File: src/rtl/seri_feed_pkg.sv
// seri_pkg: shared defaults and FSM state type for the seri_feed serial-accumulate feeder.
package seri_pkg;
    localparam int DATA_W_DEF    = 32;
    localparam int GROUP_LEN_DEF = 10;
    localparam int DEPTH_DEF     = 16;
    localparam int TIMEOUT_DEF   = 64;
    typedef enum logic [1:0] {IDLE, SEND, WAIT_RES} feed_state_t;
endpackage

File: src/rtl/seri_feed_fifo.sv
// seri_feed_fifo: synchronous FIFO with combinational read port and occupancy count.
module seri_feed_fifo
    import seri_pkg::*;
#(
    parameter int DATA_W = DATA_W_DEF,
    parameter int DEPTH  = DEPTH_DEF
) (
    input  logic                      clk,
    input  logic                      rst_n,
    input  logic                      push,
    input  logic                      pop,
    input  logic [DATA_W-1:0]         wdata,
    output logic [DATA_W-1:0]         rdata,
    output logic [$clog2(DEPTH):0]    count,
    output logic                      full,
    output logic                      empty
);
    localparam int AW = $clog2(DEPTH);
    logic [DATA_W-1:0] mem_q [DEPTH];
    logic [AW-1:0]     wr_ptr_q, rd_ptr_q;
    logic [AW:0]       count_q;
    always_ff @(posedge clk) begin
        if (!rst_n) begin
            wr_ptr_q <= '0;
            rd_ptr_q <= '0;
            count_q  <= '0;
        end else begin
            if (push) wr_ptr_q <= wr_ptr_q + AW'(1);
            if (pop) rd_ptr_q <= rd_ptr_q + AW'(1);
            count_q <= count_q + (AW+1)'(push) - (AW+1)'(pop);
        end
    end
    // Storage is not reset: contents are meaningless once the pointers clear.
    always_ff @(posedge clk) begin
        if (push) mem_q[wr_ptr_q] <= wdata;
    end
    assign rdata = mem_q[rd_ptr_q];
    assign count = count_q;
    assign full  = count_q == (AW+1)'(DEPTH);
    assign empty = count_q == '0;
endmodule

File: src/rtl/seri_feed.sv
// seri_feed: buffers producer words and feeds gap-free groups to a serial accumulator, forwarding its result.
// Optional WAIT_RES watchdog enabled by defining SERI_FEED_TIMEOUT_EN.
module seri_feed
    import seri_pkg::*;
#(
    parameter int DATA_W    = DATA_W_DEF,
    parameter int GROUP_LEN = GROUP_LEN_DEF,
    parameter int DEPTH     = DEPTH_DEF,
    parameter int TIMEOUT   = TIMEOUT_DEF
) (
    input  logic              clk,
    input  logic              rst_n,
    input  logic [DATA_W-1:0] in_data,
    input  logic              in_valid,
    output logic              in_ready,
    output logic [DATA_W-1:0] acc_data,
    output logic              acc_en,
    input  logic [DATA_W-1:0] acc_result,
    input  logic              acc_res_valid,
    output logic [DATA_W-1:0] out_result,
    output logic              out_valid,
    output logic              out_err,
    output logic              busy
);
    localparam int CW = $clog2(DEPTH) + 1;
    localparam int BW = $clog2(GROUP_LEN) + 1;
    if (DEPTH < GROUP_LEN || (DEPTH & (DEPTH - 1)) != 0 || TIMEOUT < 1) begin : g_bad_cfg
        $error("seri_feed: invalid DEPTH/GROUP_LEN/TIMEOUT");
    end
    feed_state_t       state_q, state_d;
    logic [BW-1:0]     beat_q, beat_d;
    logic              ready_q;
    logic [CW-1:0]     fifo_count;
    logic              fifo_full, fifo_empty, push, pop;
    logic [DATA_W-1:0] fifo_rdata;
    logic [DATA_W-1:0] acc_data_q, out_result_q, out_result_d;
    logic              acc_en_q, out_valid_q, out_valid_d;
`ifdef SERI_FEED_TIMEOUT_EN
    localparam int TW = $clog2(TIMEOUT) + 1;
    logic [TW-1:0]     timer_q, timer_d;
    logic              out_err_q, out_err_d;
`endif
    // ready_q holds in_ready low through reset and the release edge.
    assign in_ready = ready_q & ~fifo_full;
    assign push     = in_valid & in_ready;
    seri_feed_fifo #(.DATA_W(DATA_W), .DEPTH(DEPTH)) u_fifo (
        .clk   (clk),
        .rst_n (rst_n),
        .push  (push),
        .pop   (pop),
        .wdata (in_data),
        .rdata (fifo_rdata),
        .count (fifo_count),
        .full  (fifo_full),
        .empty (fifo_empty)
    );
    always_comb begin
        state_d      = state_q;
        beat_d       = beat_q;
        pop          = 1'b0;
        out_result_d = '0;
        out_valid_d  = 1'b0;
`ifdef SERI_FEED_TIMEOUT_EN
        timer_d      = '0;
        out_err_d    = 1'b0;
`endif
        unique case (state_q)
            IDLE: begin
                beat_d = '0;
                if (fifo_count >= CW'(GROUP_LEN)) state_d = SEND;
            end
            SEND: begin
                pop    = ~fifo_empty;
                beat_d = beat_q + BW'(1);
                if (beat_q == BW'(GROUP_LEN - 1)) begin
                    state_d = WAIT_RES;
                    beat_d  = '0;
                end
            end
            WAIT_RES: begin
                if (acc_res_valid) begin
                    out_result_d = acc_result;
                    out_valid_d  = 1'b1;
                    state_d      = IDLE;
                end
`ifdef SERI_FEED_TIMEOUT_EN
                else if (timer_q == TW'(TIMEOUT - 1)) begin
                    out_valid_d = 1'b1;
                    out_err_d   = 1'b1;
                    state_d     = IDLE;
                end else timer_d = timer_q + TW'(1);
`endif
            end
            default: state_d = IDLE;
        endcase
    end
    always_ff @(posedge clk) begin
        if (!rst_n) begin
            state_q      <= IDLE;
            beat_q       <= '0;
            ready_q      <= 1'b0;
            acc_data_q   <= '0;
            acc_en_q     <= 1'b0;
            out_result_q <= '0;
            out_valid_q  <= 1'b0;
`ifdef SERI_FEED_TIMEOUT_EN
            timer_q      <= '0;
            out_err_q    <= 1'b0;
`endif
        end else begin
            state_q      <= state_d;
            beat_q       <= beat_d;
            ready_q      <= 1'b1;
            acc_data_q   <= pop ? fifo_rdata : '0;
            acc_en_q     <= pop;
            out_result_q <= out_result_d;
            out_valid_q  <= out_valid_d;
`ifdef SERI_FEED_TIMEOUT_EN
            timer_q      <= timer_d;
            out_err_q    <= out_err_d;
`endif
        end
    end
    assign acc_data   = acc_data_q;
    assign acc_en     = acc_en_q;
    assign out_result = out_result_q;
    assign out_valid  = out_valid_q;
    assign busy       = state_q != IDLE;
`ifdef SERI_FEED_TIMEOUT_EN
    assign out_err = out_err_q;
`else
    assign out_err = 1'b0;
`endif
endmodule

File: config.mk
export PLATFORM = sky130hd
export DESIGN_NAME = seri_feed
export DESIGN_NICKNAME = d
export VERILOG_FILES = /design/src/rtl/seri_feed_pkg.sv /design/src/rtl/seri_feed_fifo.sv /design/src/rtl/seri_feed.sv
export SDC_FILE = /design/constraint.sdc
export NUM_CORES = 1
export LEC_CHECK = 0
export ABC_CLOCK_PERIOD_IN_PS = 5000
export CELL_PAD_IN_SITES_DETAIL_PLACEMENT = 0
export CELL_PAD_IN_SITES_GLOBAL_PLACEMENT = 1
export CORE_MARGIN = 3
export CORE_UTILIZATION = 35
export DETAILED_ROUTE_END_ITERATION = 12
export PLACE_DENSITY_LB_ADDON = 0.1
export SLEW_MARGIN = 10
export SYNTH_ARGS = -nofsm -noshare
export SYNTH_HDL_FRONTEND = slang
export SYNTH_SLANG_ARGS = --single-unit
File: constraint.sdc
create_clock -name clk -period 5 [get_ports clk]
set_clock_uncertainty 0.2 [all_clocks]
set_input_delay 1.25 -clock clk [delete_from_list [all_inputs] [get_ports clk]]
set_output_delay 1.25 -clock clk [all_outputs]
set_load 0.005 [all_outputs]
**Word-level counts from Yosys, hierarchy flattened**

Memory sizes are Yosys's and may differ from the RTL's. A register that Yosys moved wholly into a read port is not among the register bits.
Cells that the tools add are included.

- Register bits after elaboration: 55
- RAM bits: 512
- Bits of input ports: 68
- Output and inout port bits: 69
- Word-level logic and storage cells: 47
- Memories: 1

- Add/sub/neg operators: 5
- Order comparisons: 1
- Equal/unequal tests: 7
- Mux-type cells: 11
- Bitwise operators: 4
- Reduce and logical (&&, ||, !) cells: 9

Memories:

| memory | words | bits a word | rd ports | clocked after memory_dff | wr ports | line | text |
|---|---|---|---|---|---|---|---|
| u_fifo.mem_q | 16 | 32 | 1 | 1 | 1 | seri_feed_fifo.sv:19 | `logic [DATA_W-1:0] mem_q [DEPTH];` |

Operators with widths:

| operator | count |
|---|---|
| $pmux W5 S2 | 1 |
| $add A4 B1 Y4 const B | 2 |
| $mux W2 | 3 |
| $ne A2 B2 Y1 const B | 3 |
| $pmux W2 S3 | 1 |
| $reduce_and A3 Y1 | 2 |
| $add A5 B1 Y5 | 1 |
| $add A5 B1 Y5 const B | 1 |
| $eq A5 B4 Y1 const B | 1 |
| $eq A5 B5 Y1 const B | 1 |
| $ge A5 B4 Y1 const B | 1 |
| $logic_not A5 Y1 | 1 |
| $mux W1 | 5 |
| $mux W5 | 1 |
| $sub A5 B1 Y5 | 1 |
| $reduce_and A2 Y1 | 2 |
| $reduce_bool A2 Y1 | 2 |
| $and A1 B1 Y1 | 2 |
| $eq A2 B1 Y1 const B | 1 |
| $eq A2 B2 Y1 const B | 1 |
| $logic_not A2 Y1 | 1 |
| $not A1 Y1 | 2 |
| $logic_not A1 Y1 | 1 |

**Logic depth before layout (Yosys ltp)**

- Depth in word-level cells: 6
- Gate-level depth with buffers: 13
- Gate-level depth less buffers: 13

**Cells and area by module**

From an unflattened synthesis, not the netlist that was laid out.

- Cells, all modules: 1,071
- Area total of the unflattened synthesis: 22,241.3 um^2

By module, submodules not included:

| module | instances | cells an instance | area each (um^2) |
|---|---|---|---|
| seri_feed_fifo | 1 | 882 | 20,016.7 |
| seri_feed | 1 | 189 | 2,224.6 |

**Worst setup path after synthesis**

No wires, ideal clock.

- Kind: in2reg
- Start point: input port in_valid
- End point: memory u_fifo.mem_q[3][0] (netlist name) (enable)
- Arrival: 4.023 ns
- Data required time: 4.339 ns
- Path slack: 0.316 ns
- Stages: 4
- Path buffers: 1
- Path through: nand2_1 -> or3b_1 -> clkbuf_1 -> nor3_1

- Longest elaborated chain between the ends: 3

Ends and longest elaborated chain:

| what | line | text |
|---|---|---|
| start, declared | seri_feed.sv:14 | `input logic in_valid,` |
| $and A1 B1 Y1 | seri_feed.sv:45 | `assign push = in_valid & in_ready;` |
| $mux W1 | seri_feed_fifo.sv:35 | `if (push) mem_q[wr_ptr_q] <= wdata;` |
| $mux W1 (implied by the code) | seri_feed_fifo.sv:35 |  |
| end, declared | seri_feed_fifo.sv:19 |  |

No other way between the ends.

**Worst setup path in the final report**

- Start point: register u_fifo.count_q[2], in the netlist u_fifo.count[2]
- End point: output port in_ready

- Longest elaborated chain between the ends: 3

Ends and longest elaborated chain:

| what | line | text |
|---|---|---|
| start, declared | seri_feed_fifo.sv:21 | `logic [AW:0] count_q;` |
| start signal, assigned | seri_feed_fifo.sv:30 | `count_q <= count_q + (AW+1)'(push) - (AW+1)'(pop);` |
| $eq A5 B5 Y1 | seri_feed_fifo.sv:39 | `assign full = count_q == (AW+1)'(DEPTH);` |
| $not A1 Y1 | seri_feed.sv:44 | `assign in_ready = ready_q & ~fifo_full;` |
| $and A1 B1 Y1 | seri_feed.sv:44 |  |
| end, declared | seri_feed.sv:15 | `output logic in_ready,` |

No other way between the ends.

==> impl_metrics.py <==
metrics = {
    "run_status": {
        "outcome": "complete, no violations",
    },
    "clock_tree": {
        "htreeDepth": 3,
        "cts_tree": "done",
        "clockBufferDepth": 3,
        "root_buffer": "clkbuf_16",
        "cts_resized": 0,
        "clkTransAtPathRegs_ns": 0.06,
        "clock-sinks": 599,
        "hold_buffers": 0,
        "clkLatencyLatePin_ns": 0.60,
        "postCtsSetupRepairBufs": 0,
        "cts_buffers": 67,
    },
    "timing": {
        "rsz0062_at_grt": "no",
        "slew_viol_final": 0,
        "fmax_ghz": 0.275,
        "setup-tns-final_ns": 0,
        "worst_pin_slew_ns": 0.944,
        "setup_violations": 0,
        "fin_crit_ns": 3.64,
        "holdWs_ns": 0.340,
        "relSlewSlack": 0.371,
        "period_share": 0.728,
        "final_hold_viol_count": 0,
    },
    "final_layout": {
        "mostFrequentLayoutCells": "edfxtp_1 (512), clkdlybuf4s50_1 (135), mux4_2 (128)",
        "nets": 1336,
        "antenna_cells": 0,
        "seq_area_um2": 17100,
        "num-fill-cells": 5498,
        "mostFrequentLayoutCell": "edfxtp_1",
        "utilization": 0.433,
        "area_growth_pct": 21.3,
        "drive_above_1_share": 0.236,
        "design_area_um2": 27000,
        "multi_input_area_um2": 5000,
    },
    "power": {
        "ir_drop_mv": 0.283,
        "powerDensity_nw_per_um2": 448,
        "p_leak_uw": 0.00840,
        "power_uw": 12100,
    },
    "grt": {
        "antenna_found_initial": 2,
        "grt.total_usage": 0.151,
        "grt_start_max_net_pins": 49,
        "grt_pass1_vias": 11300,
        "grt_pass1_wl_mm": 74.3,
        "grt_overflow": 0,
    },
    "drt": {
        "met2_length_mm": 24.1,
        "first_pass_iters": 5,
        "via_per_inst": 4.81,
        "drc": 0,
        "routedWlPerCell_um": 23.1,
        "drtIter0Drc": 693,
        "routed_wl_mm": 49.5,
        "wl_met1_mm": 22.1,
        "wl_met3_mm": 2.17,
        "vias": 10300,
        "routed.top_layer": "met4",
        "ant_nets": 0,
    },
    "worst_setup_path": {
        "start_kind": "register",
        "cp_slowest_cell": "clkdlybuf4s50_1",
        "crit_chain": "inv_1, ha_1, and4bb_2, nor2b_1, clkdlybuf4s50_1",
        "crit_path_end_kind": "output pin",
        "max_stage_delay_ns": 0.51,
        "worstPathArrival_ns": 2.19,
        "criticalPathCategory": "reg2out",
        "path_max_fanout": 5,
        "reg2reg_depth": 7,
        "cp.required_ns": 3.55,
    },
    "floorplan": {
        "dieWidth_um": 258,
        "io_pins": 137,
        "start_util": 0.357,
        "die_area_um2": 66800,
        "coreArea_um2": 62400,
        "num_rows": 91,
        "die_height_um": 258,
    },
    "yosys": {
        "synth_cells": 1073,
        "synth_nets": 1157,
        "ys_warn_count": 0,
        "synth-seq-cells": 599,
        "synth.area.top_cells": "edfxtp_1 (69%), mux4_2 (13%), dfxtp_1 (7.8%)",
        "netlist.area_leader.share": 0.689,
        "synth_seq_area_share": 0.768,
        "yosysTopAreaCell": "edfxtp_1",
        "synthesis.area_um2": 22300,
        "synth.avg_cell_area_um2": 20.8,
        "synth_cell_types": 41,
    },
    "place": {
        "gp_congestion": 0.733,
        "port_buffers": 135,
        "hpwl_mm": 29.4,
        "placed_area_um2": 24900,
    },
    "worst_hold_path": {
        "hold_depth": 2,
        "holdCritPathClass": "reg2reg",
    },
    "flow_run": {
        "maxCapViolCount": 0,
    },
}
-- worst paths after layout --
kind,start,endpoint,slack (ns)
setup / recovery,u_fifo.count[2],in_ready,1.36
hold / removal,beat_q[3],beat_q[3],0.34
setup reg to reg,u_fifo.count[2],u_fifo.mem_q[10][14],1.94
hold reg to reg,beat_q[3],beat_q[3],0.34
-- cells in the mapped netlist --
library cell,instances
mux2_2,33
a22oi_1,1
o21a_1,1
o21ai_1,32
a21boi_0,4
o31ai_1,1
dfxtp_1,87
nand3_1,5
and2_1,46
xnor2_1,7
o21ai_0,4
buf_4,1
mux2i_1,32
or2_2,1
buf_2,20
xor2_1,2
mux4_2,128
and3_1,2
nand2b_1,7
nand3b_1,2
a21oi_1,2
and4bb_2,1
nor2b_1,5
edfxtp_1,512
nor3_1,6
clkbuf_1,20
a31oi_1,2
o31a_1,1
or4b_4,1
buf_6,5
o22ai_1,1
and4_1,1
fa_1,1
or3b_1,1
o21bai_1,2
buf_1,7
nor2_1,15
inv_1,10
ha_1,15
nand2_1,48
conb_1,1
-- flip-flops by register name (all words and copies together) (netlist names) --
signal / flops
u_fifo.count: 5
acc_en: 1
u_fifo.rd_ptr_q: 4
ready_q: 1
state_q: 2
out_valid: 1
beat_q: 5
u_fifo.mem_q: 512
u_fifo.wr_ptr_q: 4
out_result: 32
acc_data: 32
-- worst max-delay path, delay by kind of cell, from the launching register on --
kind                       cells  cell delay (ns)
adders and majority gates      1             0.23
DFF                            1             0.34
buffers and inverters          2             0.61
and+or+nand+nor                2             0.43
-- per-stage QoR --
step                      cells  setup slack (ns)
after floorplan            1073             0.316
final                      2143              1.36
after detailed placement   2020             0.938
after CTS                  2143              1.30
after global routing       2143              1.22
after global placement     2020              1.02
-- layer usage --
| metal | GRT usage | vias up |
|---|---|---|
| met4 | 0.0454 | 0 |
| met1 | 0.201 | 5348 |
| met5 | 0 | - |
| met3 | 0.0343 | 75 |
| li1 | - | 4653 |
| met2 | 0.248 | 229 |
-- area by class of cell --
class,count,share of cell area
clock inverters,25,0.00749
well taps,837,0.0387
multi-input cells,411,0.185
clock buffers,98,0.0720
inverters,10,0.00139
flip-flops and latches,599,0.633
repair buffers,163,0.0624
-- cells by family (layout without fill, tap and decap cells) --
family / Yosys count / count (layout) / share of synthesized area
xor gates and xnor gates: 9 / 9 / 0.00353
AOI/OAI and AO/OA: 51 / 51 / 0.0128
muxes: 193 / 193 / 0.160
DFF: 599 / 599 / 0.768
and+or+nand+nor: 141 / 141 / 0.0328
other: 1 / 1 / 0.000168
buffers and inverters: 63 / 296 / 0.0136
adders and majority gates: 16 / 16 / 0.00931
-- report_power, final --
| group | internal [uW] | switching [uW] | leakage, uW |
|---|---|---|---|
| Combinational | 911 | 764 | 0.00203 |
| Clock | 2820 | 1940 | 0.00105 |
| Sequential | 5550 | 139 | 0.00532 |
| Total | 9280 | 2840 | 0.00840 |
No activity file was read; power rests on OpenSTA's default activity.
